`src/rtl/alu_seq_pkg.sv`:
```
// Shared types, ALU control encodings and instruction field positions for the
// ALU issue/write-back sequencer.
package alu_seq_pkg;

  typedef enum logic [2:0] {
    OP_ADD = 3'b000,
    OP_SUB = 3'b001,
    OP_AND = 3'b010,
    OP_OR  = 3'b011,
    OP_SLT = 3'b100,
    OP_LI  = 3'b101
  } op_t;

  localparam logic [1:0] CTRL_ADD = 2'b00;
  localparam logic [1:0] CTRL_SUB = 2'b01;
  localparam logic [1:0] CTRL_AND = 2'b10;
  localparam logic [1:0] CTRL_OR  = 2'b11;

  typedef enum logic [1:0] {
    S_IDLE,
    S_DECODE,
    S_EXEC,
    S_WB
  } state_t;

  localparam int OP_MSB  = 15;
  localparam int OP_LSB  = 13;
  localparam int RD_MSB  = 12;
  localparam int RD_LSB  = 10;
  localparam int RS_MSB  = 9;
  localparam int RS_LSB  = 7;
  localparam int RT_MSB  = 6;
  localparam int RT_LSB  = 4;
  localparam int IMM_MSB = 9;
  localparam int IMM_LSB = 0;
  localparam int IMM_W   = IMM_MSB - IMM_LSB + 1;

  // ALU control for an opcode; illegal opcodes drive ADD.
  function automatic logic [1:0] ctrl_of(input logic [2:0] op);
    case (op)
      OP_ADD, OP_LI:  ctrl_of = CTRL_ADD;
      OP_SUB, OP_SLT: ctrl_of = CTRL_SUB;
      OP_AND:         ctrl_of = CTRL_AND;
      OP_OR:          ctrl_of = CTRL_OR;
      default:        ctrl_of = CTRL_ADD;
    endcase
  endfunction

  // Opcodes 110 and 111 are unassigned.
  function automatic logic op_legal(input logic [2:0] op);
    op_legal = (op <= 3'(OP_LI));
  endfunction

endpackage

```
`src/rtl/alu_sequencer_if.sv`:
```
// Instruction handshake, ALU drive/return and debug read signals of the
// sequencer, bundled so the harness and the sequencer share one port list.
interface alu_sequencer_if #(
  parameter int DATA_W = 16,
  parameter int AW     = 3
);
  logic              instr_valid;
  logic [15:0]       instr;
  logic              instr_ready;
  logic [1:0]        alu_ctrl;
  logic [DATA_W-1:0] alu_a;
  logic [DATA_W-1:0] alu_b;
  logic [DATA_W-1:0] alu_result;
  logic              alu_lt;
  logic              done;
  logic              err;
  logic [AW-1:0]     dbg_addr;
  logic [DATA_W-1:0] dbg_data;

  // Sequencer side.
  modport slave (
    input  instr_valid, instr, alu_result, alu_lt, dbg_addr,
    output instr_ready, alu_ctrl, alu_a, alu_b, done, err, dbg_data
  );

  // Instruction source / ALU / debug side.
  modport master (
    output instr_valid, instr, alu_result, alu_lt, dbg_addr,
    input  instr_ready, alu_ctrl, alu_a, alu_b, done, err, dbg_data
  );
endinterface

```
`src/rtl/seq_regfile.sv`:
```
// Register file for the sequencer: two combinational operand reads, one
// combinational debug read, one synchronous write; register 0 reads zero.
module seq_regfile #(
  parameter int DATA_W = 16,
  parameter int NREGS  = 8,
  parameter int AW     = $clog2(NREGS)
) (
  input  logic              clk,
  input  logic              reset,
  input  logic [AW-1:0]     rs_addr,
  input  logic [AW-1:0]     rt_addr,
  input  logic [AW-1:0]     dbg_addr,
  output logic [DATA_W-1:0] rs_data,
  output logic [DATA_W-1:0] rt_data,
  output logic [DATA_W-1:0] dbg_data,
  input  logic              we,
  input  logic [AW-1:0]     wr_addr,
  input  logic [DATA_W-1:0] wr_data
);

  logic [DATA_W-1:0] regs [NREGS];

  // Clear on reset; writes to register 0 are dropped.
  always_ff @(posedge clk) begin
    if (reset) begin
      for (int i = 0; i < NREGS; i++) regs[i] <= '0;
    end else if (we && (wr_addr != '0)) begin
      regs[wr_addr] <= wr_data;
    end
  end

  assign rs_data  = (rs_addr  == '0) ? '0 : regs[rs_addr];
  assign rt_data  = (rt_addr  == '0) ? '0 : regs[rt_addr];
  assign dbg_data = (dbg_addr == '0) ? '0 : regs[dbg_addr];

endmodule

```
`src/rtl/alu_sequencer.sv`:
```
// Multi-cycle issue/write-back controller for the external 2-bit-ctrl ALU:
// IDLE accepts an instruction, DECODE loads operands, EXEC presents them to
// the ALU and captures its result, WB writes back and pulses done.
module alu_sequencer
  import alu_seq_pkg::*;
#(
  parameter int DATA_W = 16,
  parameter int NREGS  = 8
) (
  input logic            clk,
  input logic            reset,
  alu_sequencer_if.slave bus
);

  localparam int AW = $clog2(NREGS);

  state_t            state;
  logic [15:0]       instr_q;
  logic [DATA_W-1:0] op_a;
  logic [DATA_W-1:0] op_b;
  logic [1:0]        ctrl_q;
  logic [DATA_W-1:0] res;
  logic              lt;
  logic              done_q;
  logic              err_q;

  logic [2:0]        op;
  logic [AW-1:0]     rd_addr;
  logic [AW-1:0]     rs_addr;
  logic [AW-1:0]     rt_addr;
  logic [DATA_W-1:0] rs_data;
  logic [DATA_W-1:0] rt_data;
  logic              we;
  logic [DATA_W-1:0] wr_data;

  assign op      = instr_q[OP_MSB:OP_LSB];
  assign rd_addr = AW'(instr_q[RD_MSB:RD_LSB]);
  assign rs_addr = AW'(instr_q[RS_MSB:RS_LSB]);
  assign rt_addr = AW'(instr_q[RT_MSB:RT_LSB]);

  // Write-back happens during WB so the next DECODE already sees the value.
  assign we      = (state == S_WB) && op_legal(op);
  assign wr_data = (op == 3'(OP_SLT)) ? {{(DATA_W-1){1'b0}}, lt} : res;

  seq_regfile #(
    .DATA_W (DATA_W),
    .NREGS  (NREGS),
    .AW     (AW)
  ) u_regfile (
    .clk      (clk),
    .reset    (reset),
    .rs_addr  (rs_addr),
    .rt_addr  (rt_addr),
    .dbg_addr (bus.dbg_addr),
    .rs_data  (rs_data),
    .rt_data  (rt_data),
    .dbg_data (bus.dbg_data),
    .we       (we),
    .wr_addr  (rd_addr),
    .wr_data  (wr_data)
  );

  // Sequencer FSM with registered ALU drive, result capture and done/err pulses.
  always_ff @(posedge clk) begin
    if (reset) begin
      state   <= S_IDLE;
      instr_q <= '0;
      op_a    <= '0;
      op_b    <= '0;
      ctrl_q  <= CTRL_ADD;
      res     <= '0;
      lt      <= 1'b0;
      done_q  <= 1'b0;
      err_q   <= 1'b0;
    end else begin
      case (state)
        S_IDLE: begin
          done_q <= 1'b0;
          err_q  <= 1'b0;
          if (bus.instr_valid) begin
            instr_q <= bus.instr;
            state   <= S_DECODE;
          end
        end
        S_DECODE: begin
          if (op == 3'(OP_LI)) begin
            op_a <= '0;
            op_b <= {{(DATA_W-IMM_W){1'b0}}, instr_q[IMM_MSB:IMM_LSB]};
          end else begin
            op_a <= rs_data;
            op_b <= rt_data;
          end
          ctrl_q <= ctrl_of(op);
          state  <= S_EXEC;
        end
        S_EXEC: begin
          res    <= bus.alu_result;
          lt     <= bus.alu_lt;
          done_q <= 1'b1;
          err_q  <= ~op_legal(op);
          state  <= S_WB;
        end
        S_WB: begin
          done_q <= 1'b0;
          err_q  <= 1'b0;
          state  <= S_IDLE;
        end
        default: state <= S_IDLE;
      endcase
    end
  end

  assign bus.instr_ready = (state == S_IDLE);
  assign bus.alu_ctrl    = ctrl_q;
  assign bus.alu_a       = op_a;
  assign bus.alu_b       = op_b;
  assign bus.done        = done_q;
  assign bus.err         = err_q;

endmodule

```
`src/flat_wrapper.sv`:
```
// flat-port wrapper written by rule: the top's interface ports become plain ports
module alu_sequencer_flat import alu_seq_pkg::*;
#(
  parameter int DATA_W = 16,
  parameter int NREGS  = 8
)
  (clk, reset, bus_instr_valid, bus_instr, bus_alu_result, bus_alu_lt, bus_dbg_addr, bus_instr_ready, bus_alu_ctrl, bus_alu_a, bus_alu_b, bus_done, bus_err, bus_dbg_data);
  alu_sequencer_if #(.DATA_W(DATA_W), .AW(3)) bus_i ();
  input logic clk;
  input logic reset;
  input wire logic [$bits(bus_i.instr_valid)-1:0] bus_instr_valid;
  input wire logic [$bits(bus_i.instr)-1:0] bus_instr;
  input wire logic [$bits(bus_i.alu_result)-1:0] bus_alu_result;
  input wire logic [$bits(bus_i.alu_lt)-1:0] bus_alu_lt;
  input wire logic [$bits(bus_i.dbg_addr)-1:0] bus_dbg_addr;
  output wire logic [$bits(bus_i.instr_ready)-1:0] bus_instr_ready;
  output wire logic [$bits(bus_i.alu_ctrl)-1:0] bus_alu_ctrl;
  output wire logic [$bits(bus_i.alu_a)-1:0] bus_alu_a;
  output wire logic [$bits(bus_i.alu_b)-1:0] bus_alu_b;
  output wire logic [$bits(bus_i.done)-1:0] bus_done;
  output wire logic [$bits(bus_i.err)-1:0] bus_err;
  output wire logic [$bits(bus_i.dbg_data)-1:0] bus_dbg_data;
  assign bus_i.instr_valid = bus_instr_valid;
  assign bus_i.instr = bus_instr;
  assign bus_i.alu_result = bus_alu_result;
  assign bus_i.alu_lt = bus_alu_lt;
  assign bus_i.dbg_addr = bus_dbg_addr;
  assign bus_instr_ready = bus_i.instr_ready;
  assign bus_alu_ctrl = bus_i.alu_ctrl;
  assign bus_alu_a = bus_i.alu_a;
  assign bus_alu_b = bus_i.alu_b;
  assign bus_done = bus_i.done;
  assign bus_err = bus_i.err;
  assign bus_dbg_data = bus_i.dbg_data;
  alu_sequencer #(.DATA_W(DATA_W), .NREGS(NREGS)) u_core (.clk(clk), .reset(reset), .bus(bus_i));
endmodule
```
`config.mk`:
```
export PLATFORM = sky130hd
export DESIGN_NAME = alu_sequencer_flat
export DESIGN_NICKNAME = d
export VERILOG_FILES = /design/src/rtl/alu_seq_pkg.sv /design/src/rtl/alu_sequencer_if.sv /design/src/rtl/seq_regfile.sv /design/src/rtl/alu_sequencer.sv /design/src/flat_wrapper.sv
export SDC_FILE = /design/constraint.sdc
export NUM_CORES = 1
export LEC_CHECK = 0
export ABC_AREA = 1
export BUFFER_PORTS_ARGS = -buffer_cell sky130_fd_sc_hd__buf_2
export CAP_MARGIN = 5
export CELL_PAD_IN_SITES_DETAIL_PLACEMENT = 2
export CELL_PAD_IN_SITES_GLOBAL_PLACEMENT = 2
export CORE_MARGIN = 2
export CORE_UTILIZATION = 38
export DETAILED_ROUTE_END_ITERATION = 8
export PLACE_DENSITY_LB_ADDON = 0.1
export SYNTH_ARGS = -nofsm -noshare
export SYNTH_HDL_FRONTEND = slang
export SYNTH_SLANG_ARGS = --single-unit
```
`constraint.sdc`:
```
create_clock -name clk -period 4.72 [get_ports clk]
set_clock_uncertainty 0.05 [all_clocks]
set_input_delay 0.944 -clock clk [delete_from_list [all_inputs] [get_ports clk]]
set_output_delay 0.944 -clock clk [all_outputs]
set_load 0.02 [all_outputs]
```
# == Word-level counts from Yosys, hierarchy flattened ==
# Memories as Yosys holds them, arrays and structs flattened. A register that Yosys moved wholly into a read port is not among the register bits.
# Cells that the tools add are included.
# op_classes
n_lt_le_gt_ge,1
n_eq_ne,9
muxes,23
bitwise,1
n_reduce_logical,12
# op_table
cell,n
$mux 16,7
$reduce_or 16->1,1
$mux 3,5
$logic_not 3->1,3
$pmux 2 s4,1
$eq 3x2->1 const B,2
$eq 3x3->1 const B,2
$mux 1,6
$pmux 2 s3,1
$eq 2x2->1 const B,2
$pmux 1 s2,2
$reduce_or 2->1,2
$eq 3x1->1 const B,1
$le 3x3->1 const B,1
$reduce_bool 3->1,1
$eq 2x1->1 const B,1
$logic_and 1x1->1,2
$logic_not 2->1,1
$mux 2,1
$ne 2x2->1 const B,1
$reduce_and 2->1,1
$reduce_bool 2->1,1
$not 1->1,1
# word_totals
regBits,71
ramBits,128
input_bits,39
out_inout_bits,53
elab_cells,56
mem_count,1
# memory_table
memory,words,width,rd,rd_clocked_by_memory_dff,write_ports,line_no,source
u_core.u_regfile.regs,8,16,3,2,8,seq_regfile.sv:21,logic [DATA_W-1:0] regs [NREGS];

# == Logic depth before layout (Yosys ltp) ==
# depth
ltp_word,8
depth_mapped,8
depth_no_buf,7

# == By module ==
# A second synthesis with hierarchy kept.
# hier_totals
cells_unflattened,1660
hier_area_um2,11881.4
# by_module_without_submodules
mod,n_inst,cells_per_inst,area_each_um2,seq_area_each_um2
seq_regfile,1,1270,8937.3,3843.7
alu_sequencer,1,390,2944.1,1421.4

# == Worst setup path before layout ==
# No wires, ideal clock.
# synth_path
path_type,input to output
from,input bus_dbg_addr[0]
to,output bus_dbg_data[10]
arrival_time_ns,1.997
required_ns,3.726
slack_ns,1.729
stages,7
n_path_buf,3
cell_sequence,buf_4 -> inv_1 -> buf_2 -> buf_6 -> a21oi_1 -> a21oi_1 -> a21oi_1
# synth_between
elab_chain_cells,2
elab_cells_between_ends,3
cone_classes,1 x mux; 1 x reduce/logical; 1 x memory
# synth_rtl
element,line_no,source
start: declaration,flat_wrapper.sv:15,input wire logic [$bits(bus_i.dbg_addr)-1:0] bus_dbg_addr;
$mem_v2 8x16 or $logic_not 3->1 (tied branches),-,
$mux 16 (*),seq_regfile.sv:34,assign dbg_data = (dbg_addr == '0) ? '0 : regs[dbg_addr];
end: declaration,flat_wrapper.sv:22,output wire logic [$bits(bus_i.dbg_data)-1:0] bus_dbg_data;
# Every way passes the cells marked *; elsewhere a longest branch is shown, timed or not.

# == Worst setup path in the final report ==
# layout_path
from,input bus_dbg_addr[0]
to,output bus_dbg_data[5]
# Same word-level chain as after synthesis.

==> impl_results.md <==
* Syn_area_per_cell at between 7 and 8 um^2
* R2r setup slk at 2200 ps
* P_sw at approximately 2.6 mW
* Startpoint Class: input pin
* Req. time, crit path at 3730 ps
* Cell leakage power at 5.48 nW
* Worst-path maximum fanout at 80
* Post-CTS Resized at 0
* TritonCTS clock tree: yes
* M3 GR Usage at 0.0402
* Post-Syn Instances at between 1k and 1.5k
* Area of the multi-input gates at ~4900 um^2
* Post-CTS repair timing setup buffer count at 0
* Total number of vias at 10.7k
* Worst R2R End: u_core.instr_q[14]
* Maximum VDD drop at 271 uV
* Pins over their slew limit at 0
* Initial antenna violation count at 1
* Sequential area share after synthesis at 0.474
* Layout cells sized above 1 at 0.126
* Cell-internal power at roughly 3.7 mW
* Seq pwr share at 0.380
* FF-to-FF Start: u_core.state[0]
* Synthesis-to-finish area growth at 11.4%
* Clock buffer depth at 3
* Synth cell types at 34
* Die Height at 177 um
* Io pins at just over 90
* Port Buffers at approximately 90
* First-pass GRT wire length at between 60 and 70 mm
* R2R cell count at 6
* Tot Pwr at between 6 and 7 mW
* Setup_tns at 0 ps
* Die area at between 30000 and 40000 um^2
* Sw Share at 0.412
* CTS Buf Count at 23
* FF+latch count, synth at around 210
* Pwr Density at 496 nW/um^2
* HPWL Detailed at roughly 33 mm
* Min-delay worst type: reg2reg
* Residual DRC at 0
* Routed Antenna Nets at 0
* Routed vias/inst at 5.49
* Status: complete, no violations
* Power share of the clock group at 0.270
* CP arrival at ~2900 ps
* Vias in the first global route at 11.1k
* Final Hold Fails at 0
* Slew Limit Headroom at 0.398
* Min-Delay Endpoint: u_core.bus.alu_a[1]
* Final Cycle Share at 0.832
* Final worst path period need at roughly 3900 ps
* GRT overflow at 0
* Synth Cell Area at approximately 11000 um^2
* Routability cong. at a little under 0.9
* Clk_lat worst skew at roughly 540 ps
* GRT busiest layer: met1
* Storage cell area at 5390 um^2
* Peak Freq at approximately 250 MHz
* Critical path class: in2out
* Largest net degree at the start of global routing at roughly 80
* Sink Count at between 200 and 250
* Row count at 63
* Nets at 1588
* RSZ-0062 raised after global routing: no
* Initial DRC Count at 868
* Fillers at roughly 3.5k
* Hold_sp: u_core.bus.alu_a[1]
* Critical Path Sink Type: primary output
* Combinational share of power at 0.350
* CTS H-tree depth at 1
* Total track usage at 0.293
* Hold depth at 2
* Initial Util at 0.385
* Maxcap violations at 0
* Worst-Margin Slew at roughly 900 ps
* WL/cell at approximately 23 um
* CTS Hold Buffers Added at 0
* M1 GR Usage at 0.450
* Core area at a little under 30000 um^2
* # setup viols final at 0
* Worst-path clk slew at around 60 ps
* Total length of routed wires at around 45 mm
* Die W at about 180 um
* Synth Warn # at 0
* Root buffer cell: clkbuf_16
* GR Layer Usage met2 at 0.436
* First drt pass iteration count at 5
-- how the worst max path moves through the flow --
stage | start | to | slack [ps]
6_report | bus_dbg_addr[0] | bus_dbg_data[5] | 790
5_1_grt | bus_dbg_addr[0] | bus_dbg_data[5] | 650
4_1_cts | bus_dbg_addr[0] | bus_dbg_data[5] | 840
3_5_place_dp | bus_dbg_addr[0] | bus_dbg_data[6] | 840
3_3_place_gp | bus_dbg_addr[0] | bus_dbg_data[6] | 940
2_1_floorplan | bus_dbg_addr[0] | bus_dbg_data[10] | 1730
-- per-layer routing --
layer / vias up / wire length, um / part of all wire
met1: 5391 / 21900 / 0.48
met4: 2 / 938 / 0.021
met5: - / 13 / 0.00029
li1: 4966 / - / -
met2: 310 / 19600 / 0.43
met3: 45 / 2800 / 0.062
-- power by group through the flow --
stage	Combinational [mW]	Clock [mW]	Sequential [mW]
floorplan	1.48	0	2.41
global placement	2.12	0	2.40
detailed placement	2.19	0	2.42
CTS	2.21	1.73	2.39
global route	2.45	1.80	2.41
finish	2.20	1.70	2.39
-- synth_stat cells --
master           n  area (um^2)
nor2_2           1         6.26
buf_6            5         56.3
dlygate4sd1_1    1         8.76
nand3_1        238         1190
a211oi_1         1         7.51
clkbuf_8         3         41.3
nand2_1        338         1270
edfxtp_1       128         3840
nand4_1          1         6.26
buf_2           37          185
clkbuf_1        47          176
a21oi_1        128          641
nand3_2         10          100
nor3_1           2         10.0
clkinv_1         3         11.3
nand3_4          3         52.6
nor2_4           2         22.5
inv_2            4         15.0
buf_1            2         7.51
o21ai_0         98          490
inv_1          153          574
conb_1           1         3.75
nand2_4         12          135
nand2_2          4         25.0
inv_4            1         6.26
nor2_8           2         40.0
dfxtp_1         77         1540
buf_4            5         37.5
mux2i_4          1         22.5
nand3b_4         1         20.0
buf_12           1         20.0
ha_1             5         62.6
nor2_1         173          649
a21oi_2         10         87.6
-- worst max-delay path, cell delays in order --
cell and delay (ps):
buf_2 90, buf_4 550, nor2_1 80, nand2_1 500, nand2_1 140, a21oi_1 340
buf_2 240
-- final cells by class --
class / instances / area share
Clock inverter: 14 / 0.00672
Timing Repair Buffer: 107 / 0.0455
Inverter: 161 / 0.0479
Antenna cell: 1 / 0.000198
Multi-Input combinational cell: 1046 / 0.387
Sequential cell: 205 / 0.426
Tap cell: 390 / 0.0385
Clock buffer: 28 / 0.0485
-- cell usage in the layout (no fill, tap or decap), drive strengths merged --
cell / instances
nand2: 354
nand3: 251
nor2: 178
inv: 160
a21oi: 138
edfxtp: 128
buf: 107
o21ai: 98
dfxtp: 77
clkbuf: 28
conb: 16
clkinv: 15
ha: 5
nor3: 2
diode: 1
nand3b: 1
mux2i: 1
nand4: 1
a211oi: 1
-- metrics by stage --
step | setup slack (ps) | utilization | instances | hold WS [ps] | cell area [um^2]
2_1_floorplan | 1730 | - | 1513 | 405 | 11400
3_3_place_gp | 940 | 0.405 | 1909 | 402 | 12000
3_5_place_dp | 844 | 0.405 | 1909 | 406 | 12000
4_1_cts | 844 | 0.428 | 1951 | 415 | 12700
5_1_grt | 651 | 0.428 | 1951 | 427 | 12700
6_report | 794 | 0.428 | 1952 | 412 | 12700
-- sequential cells by signal, summed over array words and instances (netlist names), named ones only --
name	flops
u_core.u_regfile.regs	128
u_core.bus.alu_a	16
u_core.bus.err	1
u_core.bus.done	1
u_core.instr_q	16
u_core.state	2
u_core.bus.alu_ctrl	2
u_core.bus.alu_b	16
u_core.res	16
u_core.lt	1
-- logic make-up (layout without fill, tap and decap cells) --
group                    Yosys count  in the layout  synth area share
AND/OR/NAND/NOR                  787            787             0.310
buffers and inverters            262            310             0.100
multiplexers                       1              1           0.00198
AO/OA/AOI/OAI                    237            237             0.108
other                              1             17          0.000330
adder cells (fa/ha/maj)            5              5           0.00550
flip-flops                       205            205             0.474
Note: power is estimated with default switching activity, not from simulation.
